File: config.mk
export PLATFORM = sky130hd
export DESIGN_NAME = traffic_sensor_conditioner
export DESIGN_NICKNAME = d
export VERILOG_FILES = /design/src/rtl/traffic_sensor_conditioner.sv
export SDC_FILE = /design/constraint.sdc
export NUM_CORES = 1
export LEC_CHECK = 0
export CAP_MARGIN = 25
export CORE_ASPECT_RATIO = 1.1
export CORE_MARGIN = 8
export CORE_UTILIZATION = 35
export CTS_BUF_LIST = sky130_fd_sc_hd__clkbuf_4
export DETAILED_ROUTE_END_ITERATION = 6
export GPL_ROUTABILITY_DRIVEN = 0
export RECOVER_POWER = 50
export SYNTH_ARGS = -nofsm -noshare
export SYNTH_HDL_FRONTEND = slang
export SYNTH_SLANG_ARGS = --single-unit
File: constraint.sdc
create_clock -name clk -period 2.4 [get_ports clk]
set_clock_uncertainty 0.2 [all_clocks]
set_input_delay 0.48 -clock clk [delete_from_list [all_inputs] [get_ports clk]]
set_output_delay 0.48 -clock clk [all_outputs]
set_load 0.02 [all_outputs]
File: src/rtl/traffic_sensor_conditioner.sv
// Conditions two asynchronous loop-detector levels into debounced demand flags and vehicle counts.
// Defining SENSOR_FAULT_EN adds stuck-detector monitoring with fail-safe demand on fault_a/fault_b.
module traffic_sensor_conditioner #(
  parameter int DEB_CYCLES   = 4,
  parameter int HOLD_CYCLES  = 8,
  parameter int CNT_W        = 8,
  parameter int STUCK_CYCLES = 64
) (
  input  logic             clk,
  input  logic             reset,
  input  logic             raw_a,
  input  logic             raw_b,
  input  logic             clr_cnt,
  output logic             Ta,
  output logic             Tb,
  output logic [CNT_W-1:0] cnt_a,
  output logic [CNT_W-1:0] cnt_b,
  output logic             fault_a,
  output logic             fault_b
);

  localparam int DEB_W  = $clog2(DEB_CYCLES + 1);
  localparam int HOLD_W = $clog2(HOLD_CYCLES + 1);

  localparam logic [DEB_W-1:0]  DEB_ONE  = DEB_W'(1);
  localparam logic [DEB_W-1:0]  DEB_LAST = DEB_W'(DEB_CYCLES - 1);
  localparam logic [HOLD_W-1:0] HOLD_MAX = HOLD_W'(HOLD_CYCLES);
  localparam logic [HOLD_W-1:0] HOLD_ONE = HOLD_W'(1);
  localparam logic [CNT_W-1:0]  CNT_ONE  = CNT_W'(1);

`ifdef SENSOR_FAULT_EN
  localparam int STK_W = $clog2(STUCK_CYCLES + 1);
  localparam logic [STK_W-1:0] STK_MAX = STK_W'(STUCK_CYCLES);
`endif

  typedef enum logic [2:0] {
    S_IDLE,
    S_QUAL_ON,
    S_PRESENT,
    S_QUAL_OFF,
    S_HOLD
  } state_e;

  logic [1:0]       raw_vec;
  logic [1:0]       t_vec;
  logic [1:0]       fault_vec;
  logic [CNT_W-1:0] cnt_vec [2];

  assign raw_vec = {raw_b, raw_a};

  for (genvar ch = 0; ch < 2; ch++) begin : g_ch
    logic              sync1_q, sync2_q;
    state_e            state_q, state_d;
    logic [DEB_W-1:0]  deb_q, deb_d;
    logic [HOLD_W-1:0] hold_q, hold_d;
    logic              from_hold_q, from_hold_d;
    logic              t_q, t_d;
    logic [CNT_W-1:0]  cnt_q, cnt_d;
    logic              accept;
    logic              fault_q, fault_d;

    // NOTE: sequential state uses non-blocking assignments so every flop samples pre-edge values.
    always_ff @(posedge clk or posedge reset) begin
      if (reset) begin
        sync1_q <= 1'b0;
        sync2_q <= 1'b0;
      end else begin
        sync1_q <= raw_vec[ch];
        sync2_q <= sync1_q;
      end
    end

    // NOTE: every combinational output gets a default first so no path infers a latch.
    always_comb begin
      state_d     = state_q;
      deb_d       = deb_q;
      hold_d      = hold_q;
      from_hold_d = from_hold_q;
      accept      = 1'b0;
      case (state_q)
        S_IDLE: begin
          if (sync2_q) begin
            state_d     = S_QUAL_ON;
            deb_d       = DEB_ONE;
            from_hold_d = 1'b0;
          end
        end
        S_QUAL_ON: begin
          if (!sync2_q) begin
            deb_d = '0;
            if (from_hold_q) begin
              state_d = S_HOLD;
              hold_d  = HOLD_MAX;
            end else begin
              state_d = S_IDLE;
            end
          end else if (deb_q == DEB_LAST) begin
            state_d = S_PRESENT;
            deb_d   = '0;
            accept  = 1'b1;
          end else begin
            deb_d = deb_q + 1'b1;
          end
        end
        S_PRESENT: begin
          if (!sync2_q) begin
            state_d = S_QUAL_OFF;
            deb_d   = DEB_ONE;
          end
        end
        S_QUAL_OFF: begin
          if (sync2_q) begin
            state_d = S_PRESENT;
            deb_d   = '0;
          end else if (deb_q == DEB_LAST) begin
            state_d = S_HOLD;
            deb_d   = '0;
            hold_d  = HOLD_MAX;
          end else begin
            deb_d = deb_q + 1'b1;
          end
        end
        S_HOLD: begin
          if (sync2_q) begin
            state_d     = S_QUAL_ON;
            deb_d       = DEB_ONE;
            hold_d      = '0;
            from_hold_d = 1'b1;
          end else if (hold_q == HOLD_ONE) begin
            state_d = S_IDLE;
            hold_d  = '0;
          end else begin
            hold_d = hold_q - 1'b1;
          end
        end
        default: begin
          state_d = S_IDLE;
          deb_d   = '0;
          hold_d  = '0;
        end
      endcase
    end

    // Demand is carried through QUAL_ON so re-qualifying from HOLD never drops it.
    always_comb begin
      t_d = 1'b1;
      if (state_d == S_IDLE) begin
        t_d = 1'b0;
      end else if (state_d == S_QUAL_ON) begin
        t_d = t_q;
      end
      if (fault_d) begin
        t_d = 1'b1;
      end
    end

    always_comb begin
      if (clr_cnt) begin
        cnt_d = accept ? CNT_ONE : '0;
      end else if (accept && (cnt_q != '1)) begin
        cnt_d = cnt_q + 1'b1;
      end else begin
        cnt_d = cnt_q;
      end
    end

    always_ff @(posedge clk or posedge reset) begin
      if (reset) begin
        state_q     <= S_IDLE;
        deb_q       <= '0;
        hold_q      <= '0;
        from_hold_q <= 1'b0;
        t_q         <= 1'b0;
        cnt_q       <= '0;
      end else begin
        state_q     <= state_d;
        deb_q       <= deb_d;
        hold_q      <= hold_d;
        from_hold_q <= from_hold_d;
        t_q         <= t_d;
        cnt_q       <= cnt_d;
      end
    end

`ifdef SENSOR_FAULT_EN
    logic [STK_W-1:0] stuck_q, stuck_d;

    always_comb begin
      stuck_d = '0;
      if ((state_q == S_PRESENT) && (state_d == S_PRESENT)) begin
        stuck_d = (stuck_q == STK_MAX) ? stuck_q : stuck_q + 1'b1;
      end
      fault_d = fault_q | (stuck_d == STK_MAX);
    end

    always_ff @(posedge clk or posedge reset) begin
      if (reset) begin
        stuck_q <= '0;
        fault_q <= 1'b0;
      end else begin
        stuck_q <= stuck_d;
        fault_q <= fault_d;
      end
    end
`else
    assign fault_q = 1'b0;
    assign fault_d = 1'b0;
`endif

    assign t_vec[ch]     = t_q;
    assign fault_vec[ch] = fault_q;
    assign cnt_vec[ch]   = cnt_q;
  end

  assign Ta      = t_vec[0];
  assign Tb      = t_vec[1];
  assign cnt_a   = cnt_vec[0];
  assign cnt_b   = cnt_vec[1];
  assign fault_a = fault_vec[0];
  assign fault_b = fault_vec[1];

endmodule
==> run_results.csv <==
group,metric,value,unit
floorplan,core_area,6590,µm²
power_and_ir_drop,power_frac_comb,0.363,
setup_path,crit_chain,"clkdlybuf4s50_1",
cts,root_buffer,"clkbuf_4",
yosys,ys_seq_elements,44,
yosys,syn-cell-area,2390,µm²
detailed_routing,vias_per_cell,5.41,
yosys,yosysTopAreaCell,"dfrtp_1",
cts,post_cts_buffers,0,
setup_path,critPathKind,"reg -> out",
yosys,synthTopCellsByArea,"dfrtp_1 46%, ha_1 4.2%, nand3b_1 3.1%",
floorplan,io-pin-count,25,
power_and_ir_drop,pwr_density_cell,828,nW/µm²
final_layout,utilization,0.413,
yosys,avgSynthCellArea,10.2,µm²
cts,post_cts_resize_count,0,
power_and_ir_drop,internal_power,1.41,mW
cts,h-tree-depth,2,
global_route,grt_antenna_before_repair,0,
power_and_ir_drop,sw_frac_of_total,0.376,
placement,dp_hpwl,3410,µm
final_layout,drive_above_1_share,0.0700,
final_layout,diodes,0,
floorplan,die_w,94.8,µm
global_route,overflow,0,
final_layout,areaGrowthSynthToFinish,13.9,%
detailed_routing,avgRoutedWirePerCell,13.8,µm
setup_path,path_delay_family,"buffers and inverters",
global_route,grt_pass1_vias,1794,
global_route,grt_max_degree,27,
yosys,synth.yosys.seq_area_share,0.461,
final_layout,layout_commonest_cell,"dfrtp_1",
yosys,synth_top_family_by_area,"simple AND/OR/NAND/NOR gates",
cts,numCtsBuffers,5,
power_and_ir_drop,seq_power_share,0.480,
sta,rsz0062_at_grt,"false",
floorplan,num_rows,31,
detailed_routing,dr_total_vias,1835,
setup_path,worstPathArrival,1.51,ns
yosys,synth-main-ff-cell,"dfrtp_1",
floorplan,die_h,103,µm
yosys,synth_compound_gate_area_share,0.185,
setup_path,path_buf_inv,1,
yosys,synth_top_area_frac,0.461,
yosys,synthAdderAreaFrac,0.0419,
sta,finalSetupViolCount,0,
global_route,grt_pass1_wl,8150,µm
power_and_ir_drop,power.switching,0.848,mW
final_layout,nets,270,
yosys,synth_edf_count,0,
sta,fin_setup_tns,0,ns
detailed_routing,final_antenna_net_count,0,
detailed_routing,dr.first_iter.drc_count,68,
min_path,hold_path.class,"reg -> reg",
setup_path,cp_max_fo,7,
cts,cts_sinks,44,
cts,clockBufferDepth,2,
yosys,async_flop_share,1.00,
yosys,synthDistinctLibCells,58,
job,maxCapViolations,0,
final_layout,final_cell_mix,"44 x dfrtp_1, 19 x clkdlybuf4s50_1, 16 x nor2_1, 13 x a21oi_1",
run_status,outcome,"completed",
global_route,track_usage,0.104,
detailed_routing,drc_errors,0,
detailed_routing,drtPass1Iterations,5,
yosys,ys_warn_count,0,
placement,portBuffers,22,
floorplan,die_area,9730,µm²
cts,cts_tree,"yes",
setup_path,cp_slowest_cell,"clkdlybuf4s50_1",
power_and_ir_drop,p_leak,1.15,nW
setup_path,cp_slowest_stage_delay,0.66,ns
cts,insertion_delay,0.35,ns
yosys,synth-xor-area-share,0.0147,
sta,final-hold-violation-count,0,
floorplan,start_util,0.362,
power_and_ir_drop,pwr-share-clk,0.157,
yosys,yosys.area_share.simple,0.210,
sta,slew-limit-headroom,0.525,
power_and_ir_drop,peakVddDrop,0.551,mV
sta,fmax,458,MHz
sta,timing.final.crit_share,0.911,
sta,tightestPinTransition,0.712,ns
cts,holdBufCountCts,0,
setup_path,required,1.72,ns
setup_path,critPathCaptureType,"primary output",
yosys,syn_inst,235,
yosys,synthMuxAreaShare,0.0388,
cts,cts.clk_slew.worst_paths,0.13,ns
setup_path,startpoint_type,"register",
sta,drv_slew,0,
sta,layout_min_cycle_time,2.19,ns
detailed_routing,wirelength,4670,µm
-- power by group through the flow --
stage	registers (mW)	logic, mW	clock network, mW
6_report	1.08	0.818	0.354
3_3_place_gp	1.09	0.818	0
3_5_place_dp	1.09	0.838	0
4_1_cts	1.08	0.840	0.378
5_1_grt	1.11	0.930	0.402
2_1_floorplan	1.05	0.678	0
-- through the flow --
stage | std cells | setup slack [ns] | instance area (µm²) | hold slack, ns | power, mW
after global routing | 339 | 0.146 | 2720 | 0.193 | 2.44
after detailed placement | 332 | 0.453 | 2690 | 0.141 | 1.93
after CTS | 339 | 0.195 | 2740 | 0.180 | 2.30
final | 339 | 0.214 | 2720 | 0.177 | 2.25
after global placement | 332 | 0.495 | 2690 | 0.136 | 1.91
after floorplan | 236 | 0.568 | 2390 | 0.131 | 1.73
-- synthesized netlist by cell type, drive strengths merged (7+ instances only) --
cell type  number
dfrtp          44
nor2           16
o21ai          14
a21oi          13
inv            10
nand3          10
nand3b         10
nand2           9
buf             8
ha              8
mux2i           7
nor3            7
-- logic make-up after synthesis --
logic type	count (synthesis)
and+or+nand+nor	84
AOI/OAI and AO/OA	62
xor gates and xnor gates	4
buffers and inverters	23
other	1
adders and majority gates	8
DFF	44
muxes	9
-- path summary, 6_finish.rpt --
kind                                           end  depth (start not counted)  slack, ns          startpoint
worst max-delay path                      cnt_b[7]                          1       0.21            cnt_b[7]
worst min-delay path               g_ch[1].sync2_q                          0       0.18     g_ch[1].sync1_q
worst max register to register            cnt_a[7]                          4       0.44  g_ch[0].state_q[2]
worst min register to register     g_ch[1].sync2_q                          0       0.18     g_ch[1].sync1_q
max in group asynchronous       g_ch[1].state_q[1]                          3       0.46               reset
min in group asynchronous       g_ch[0].state_q[1]                          2       0.46               reset
-- state kept, by name (all words and copies together), names as in the netlist, 2 cells and up --
register and cells:
g_ch.state_q 6, g_ch.from_hold_q 2, g_ch.sync1_q 2, g_ch.sync2_q 2, g_ch.hold_q 8, g_ch.deb_q 6
cnt_a 8, cnt_b 8
-- area by class of cell --
type | count | area (µm²)
tap | 82 | 103
multi-input combinational | 169 | 1180
sequential | 44 | 1100
timing repair buffer | 27 | 251
clock buffer | 6 | 45.0
fill | 667 | 3870
inverter | 10 | 37.5
clock inverter | 1 | 5.00
-- routing by layer --
metal	part of all wire	global-route usage	vias to the layer above
li1	-	-	914
met1	0.48	0.129	893
met5	0	0	-
met4	0.0058	0.0288	0
met3	0.035	0.0335	4
met2	0.48	0.170	24
-- worst reg2reg max path, cell delays in order (launching register included) --
cell,delay (ns)
dfrtp_1,0.53
and2b_1,0.34
o211ai_4,0.18
or4_1,0.50
a21oi_1,0.15
Power figures use the tool's default switching activity.
